<file path="config.mk">
export PLATFORM = sky130hd
export DESIGN_NAME = pipe_stage_reg
export DESIGN_NICKNAME = d
export VERILOG_FILES = /design/src/rtl/pipe_pkg.sv /design/src/rtl/pipe_sat_counter.sv /design/src/rtl/pipe_stage_reg.sv
export SDC_FILE = /design/constraint.sdc
export NUM_CORES = 1
export LEC_CHECK = 0
export CAP_MARGIN = 20
export CELL_PAD_IN_SITES_DETAIL_PLACEMENT = 1
export CELL_PAD_IN_SITES_GLOBAL_PLACEMENT = 2
export CORE_MARGIN = 8
export CORE_UTILIZATION = 34
export CTS_CLUSTER_SIZE = 16
export DETAILED_ROUTE_END_ITERATION = 6
export GPL_TIMING_DRIVEN = 0
export PLACE_DENSITY = 0.94
export SKIP_CTS_REPAIR_TIMING = 1
export SLEW_MARGIN = 20
export SYNTH_ARGS = -nofsm -noshare
export SYNTH_HDL_FRONTEND = slang
export SYNTH_SLANG_ARGS = --single-unit
export TNS_END_PERCENT = 10
</file>
<file path="constraint.sdc">
create_clock -name clk -period 4.5 [get_ports clk]
set_input_delay 0.675 -clock clk [delete_from_list [all_inputs] [get_ports clk]]
set_output_delay 0.675 -clock clk [all_outputs]
set_load 0.05 [all_outputs]
</file>
<file path="src/rtl/pipe_pkg.sv">
// pipe_pkg: shared types and stage widths for the inter-stage pipeline registers.
package pipe_pkg;

  typedef enum logic [1:0] {
    EMPTY = 2'd0,
    FULL  = 2'd1,
    SKID  = 2'd2
  } pipe_state_t;

  localparam int PIPE_W_IF_ID  = 64;
  localparam int PIPE_W_ID_EX  = 128;
  localparam int PIPE_W_EX_MEM = 71;
  localparam int PIPE_W_MEM_WB = 70;

  // Non-zero SKID parameter selects the two-entry, registered-ready variant.
  function automatic logic pipe_skid_en(input int skid);
    return (skid != 0) ? 1'b1 : 1'b0;
  endfunction

endpackage

</file>
<file path="src/rtl/pipe_sat_counter.sv">
// pipe_sat_counter: saturating up-counter with synchronous active-low clear.
module pipe_sat_counter
  import pipe_pkg::*;
#(
  parameter int CNT_W = 16
) (
  input  logic             i_clk,
  input  logic             i_clr_n,
  input  logic             i_inc,
  output logic [CNT_W-1:0] o_count
);

  logic [CNT_W-1:0] r_count;
  logic             w_sat;

  assign w_sat   = &r_count;
  assign o_count = r_count;

  // Count enabled cycles, holding at all-ones instead of wrapping.
  always_ff @(posedge i_clk) begin
    if (!i_clr_n) begin
      r_count <= '0;
    end else if (i_inc && !w_sat) begin
      r_count <= r_count + CNT_W'(1);
    end else begin
      r_count <= r_count;
    end
  end

endmodule

</file>
<file path="src/rtl/pipe_stage_reg.sv">
// pipe_stage_reg: elastic valid/ready stage register with flush and optional skid entry.
// Define PIPE_STAGE_PERF_EN to add the saturating stall_cnt output.
module pipe_stage_reg #(
  parameter int WIDTH = 71,
  parameter int SKID  = 1,
  parameter int CNT_W = 16
) (
  input  logic             clk,
  input  logic             rst_n,
  input  logic             flush,
  input  logic             in_valid,
  output logic             in_ready,
  input  logic [WIDTH-1:0] in_data,
  output logic             out_valid,
  input  logic             out_ready,
  output logic [WIDTH-1:0] out_data
`ifdef PIPE_STAGE_PERF_EN
  ,
  output logic [CNT_W-1:0] stall_cnt
`endif
);
  import pipe_pkg::*;

  localparam logic HAS_SKID = pipe_pkg::pipe_skid_en(SKID);

  pipe_pkg::pipe_state_t r_state;
  pipe_pkg::pipe_state_t w_step_state;
  pipe_pkg::pipe_state_t w_state_nxt;
  logic [WIDTH-1:0]      r_main;
  logic [WIDTH-1:0]      r_skid;
  logic [WIDTH-1:0]      w_step_main;
  logic [WIDTH-1:0]      w_step_skid;
  logic [WIDTH-1:0]      w_main_nxt;
  logic [WIDTH-1:0]      w_skid_nxt;
  logic                  r_in_ready;
  logic                  w_in_ready_nxt;
  logic                  w_empty;

  assign w_empty   = (r_state == pipe_pkg::EMPTY);
  assign out_valid = !w_empty;
  assign out_data  = r_main;
  // Skid variant presents a registered ready; single-entry variant looks through to out_ready.
  assign in_ready  = HAS_SKID ? r_in_ready : (w_empty | out_ready);

  // Handshake-driven next state and payload moves, before flush is applied.
  always_comb begin
    w_step_state = r_state;
    w_step_main  = r_main;
    w_step_skid  = r_skid;
    case (r_state)
      pipe_pkg::EMPTY: begin
        if (in_valid) begin
          w_step_main  = in_data;
          w_step_state = pipe_pkg::FULL;
        end else begin
          w_step_state = pipe_pkg::EMPTY;
        end
      end
      pipe_pkg::FULL: begin
        if (out_ready && in_valid) begin
          w_step_main  = in_data;
          w_step_state = pipe_pkg::FULL;
        end else if (out_ready) begin
          w_step_state = pipe_pkg::EMPTY;
        end else if (in_valid && HAS_SKID) begin
          w_step_skid  = in_data;
          w_step_state = pipe_pkg::SKID;
        end else begin
          w_step_state = pipe_pkg::FULL;
        end
      end
      pipe_pkg::SKID: begin
        if (out_ready) begin
          w_step_main  = r_skid;
          w_step_state = pipe_pkg::FULL;
        end else begin
          w_step_state = pipe_pkg::SKID;
        end
      end
      default: begin
        w_step_state = pipe_pkg::EMPTY;
      end
    endcase
  end

  // Flush drops every held entry and any same-cycle input; payloads keep their old contents.
  assign w_state_nxt    = flush ? pipe_pkg::EMPTY : w_step_state;
  assign w_main_nxt     = flush ? r_main : w_step_main;
  assign w_skid_nxt     = flush ? r_skid : w_step_skid;
  assign w_in_ready_nxt = (w_state_nxt != pipe_pkg::SKID);

  // State, payload and registered-ready update with synchronous active-low reset.
  always_ff @(posedge clk) begin
    if (!rst_n) begin
      r_state    <= pipe_pkg::EMPTY;
      r_main     <= '0;
      r_skid     <= '0;
      r_in_ready <= 1'b1;
    end else begin
      r_state    <= w_state_nxt;
      r_main     <= w_main_nxt;
      r_skid     <= w_skid_nxt;
      r_in_ready <= w_in_ready_nxt;
    end
  end

`ifdef PIPE_STAGE_PERF_EN
  pipe_sat_counter #(
    .CNT_W (CNT_W)
  ) u_stall_cnt (
    .i_clk   (clk),
    .i_clr_n (rst_n),
    .i_inc   (out_valid & ~out_ready),
    .o_count (stall_cnt)
  );
`else
  logic [CNT_W-1:0] w_unused_cnt;
  assign w_unused_cnt = '0;
`endif

endmodule

</file>
==> reports/metrics.cfg <==
[flow_run]
drv_cap=0

[timing]
fin_skew_ns=0.00851
fin_crit_sh_pct=55.6
fin_hold_ws_ns=0.449
rsz0062_at_grt=false
worst_pin_slew_ns=1.01
finalSetupViolCount=0
slew_headroom_pct=32.4
fmax_ghz=0.400
fin_ws_ns=2.00
hold_viol_final=0
min_period_ns=2.50
setup_tns_ns=0
slew_viol_final=0

[synthesis]
synth_top_family_by_area=compound AO/OA/AOI/OAI gates
synth_compound_area_share_pct=31.7
synth.most_common_cell=dfxtp_1
synthTopCellsByCount=dfxtp_1, a211oi_1, a21oi_1, mux2i_1, nand3_1
synth_top_area_cell=dfxtp_1
synthXorXnorAreaFrac_pct=0
yosys.area_share.simple_pct=6.66
ys_seq_area_share_pct=42.8
synth_area_leaders=dfxtp_1, a211oi_2, mux2i_1
syn_area_um2=6790
post_synth_num_cell_types=30
synthAdderAreaFrac_pct=0.369
synth.ff_latch_count=145
synth_top_area_share_pct=42.8
synthCells=677
synth_edf_count=0
yosys_warnings=0
synth_ff_type=dfxtp_1
synth_mux_area_share_pct=10.6
synth_fp_nets=755
syn_area_per_cell_um2=10.0
synthArstFlopShare_pct=0

[power]
peakVddDrop_mv=0.249
power_density_nw_per_um2=367
finalPower_mw=3.35
leakagePower_nw=3.41

[layout]
antenna_cells=0
fin_area_um2=9130
drive_above_1_share_pct=15.7
final_nets=921
syn2layout_area_growth_pct=34.5

[worst_setup_path]
critPathCaptureType=output port
critPathMaxFanout=7
regToRegSetupSlack_ns=2.32
r2r.worst_path.cells=4
r2r-end=out_data[15]
critical_path.cell_chain=or2_2, clkdlybuf4s50_1
critPathMaxStageDelay_ns=0.75
crit_required_ns=3.83
arrival_ns=1.82
startpoint=r_state[0]
cp_slowest_cell=clkdlybuf4s50_1
r2r-start=r_state[0]
critical_path_class=register to output port
cp-start-kind=register

[die]
dieArea_um2=24700
io_pins=149
die_y_um=157
fp.dieW_um=157
num_rows=51
initial_core_util_pct=34.7
core_area_um2=19500

[outcome]
status=completed

[clock_network]
clk_latency_ns=0.42
cts_max_level=4
cts_tree=built
clockBufferDepth=2
clkSinkCount=145
cts_buffers=17
cts-root-buf=clkbuf_16
clkTransAtPathRegs_ns=0.06

[grt]
use_met1_pct=23.0
grt_use_total_pct=18.2
grt_pass1_wl_um=35600
grtUsageMet2_pct=30.1
use_met3_pct=4.41
grt_pass1_vias=6512
grt_overflow=0
grt_max_degree=17
antenna_found_initial=0
busiest_layer=met2

[placed_design]
io_buffers=147
pre_cts_ws_ns=1.60
gp_congestion=0.750
hpwlAfterDp_um=15500
place_area_um2=8590

[route]
wl_per_cell_um=20.3
dr.pass1.iters=4
vias_per_cell=5.36
vias=5997
drc=0
drt_iter0_markers=199
wl_um=22700
ant_nets=0

[hold_path]
hp-class=primary input to register
min_to=r_state[1]
hold_path_depth=2
hp-start=flush

==> worst max-delay path by stage <==
stage / to
4_1_cts: out_valid
2_1_floorplan: r_skid[55]
6_report: out_valid
3_3_place_gp: r_skid[46]
3_5_place_dp: r_skid[59]
5_1_grt: out_data[15]
==> registers in the layout (all words and copies together) (netlist names) <==
register / cells
r_skid: 71
out_data: 71
in_ready: 1
r_state: 2
==> worst max-delay path, delay by kind of cell (launching register included) <==
family,cells,cell delay [ns]
buffers and inverters,1,0.75
DFF,1,0.35
and+or+nand+nor,1,0.30
==> cell families (layout without fill, tap and decap cells) <==
group	after synthesis	in the layout
buffers and inverters	89	266
flip-flops	145	145
AND/OR/NAND/NOR	82	82
adder cells (fa/ha/maj)	2	2
multiplexers	72	72
AO/OA/AOI/OAI	287	287
==> placed cells by master, fill, tap and decap left out <==
master           count
o21ai_0             18
a211oi_1            72
buf_4                2
clkbuf_8             3
nor4b_4              1
nand4b_1             1
a21oi_1             71
a211oi_2            70
clkdlybuf4s50_1    147
buf_1                3
buf_6               24
nor2_1               1
nor3b_1              1
mux2_1               1
or4b_1               1
inv_1                2
dfxtp_1            145
o21ai_1             53
inv_2                1
a22oi_1              1
clkbuf_1            52
nor2b_1              1
clkbuf_16           17
o2bb2ai_1            1
nor3_1               1
bufinv_16            1
mux2i_1             71
or2_2                1
clkinv_2             4
nand3_1             71
buf_2                9
nand2b_1             2
clkinvlp_4           1
a21o_1               1
ha_1                 2
and4bb_1             1
==> metrics by stage <==
step | cells | utilization [%]
floorplan | 677 | -
CTS | 1119 | 46.7
global placement | 1089 | 44.0
finish | 1119 | 46.7
global route | 1119 | 46.7
detailed placement | 1089 | 44.0
==> layout make-up <==
| type | instances | area, µm² |
|---|---|---|
| Clock buffer | 24 | 482 |
| Fill cell | 2246 | 10400 |
| Buffer | 86 | 522 |
| Sequential cell | 145 | 2900 |
| Multi-Input combinational cell | 443 | 3350 |
| Inverter | 3 | 11.3 |
| Timing Repair Buffer | 147 | 1470 |
| Clock inverter | 6 | 57.6 |
| Tap cell | 265 | 332 |
==> power breakdown <==
| part | switching [mW] | total (mW) | internal, mW |
|---|---|---|---|
| combinational | 0.408 | 0.653 | 0.245 |
| clock | 0.535 | 1.33 | 0.795 |
| sequential | 0.0336 | 1.37 | 1.34 |
| total | 0.977 | 3.35 | 2.38 |
==> metal layers <==
metal	up-vias	routed length, µm
li1	2898	-
met1	2913	10300
met2	151	10700
met3	35	1200
met4	0	413
met5	-	0
(Power assumes the default switching activity.)
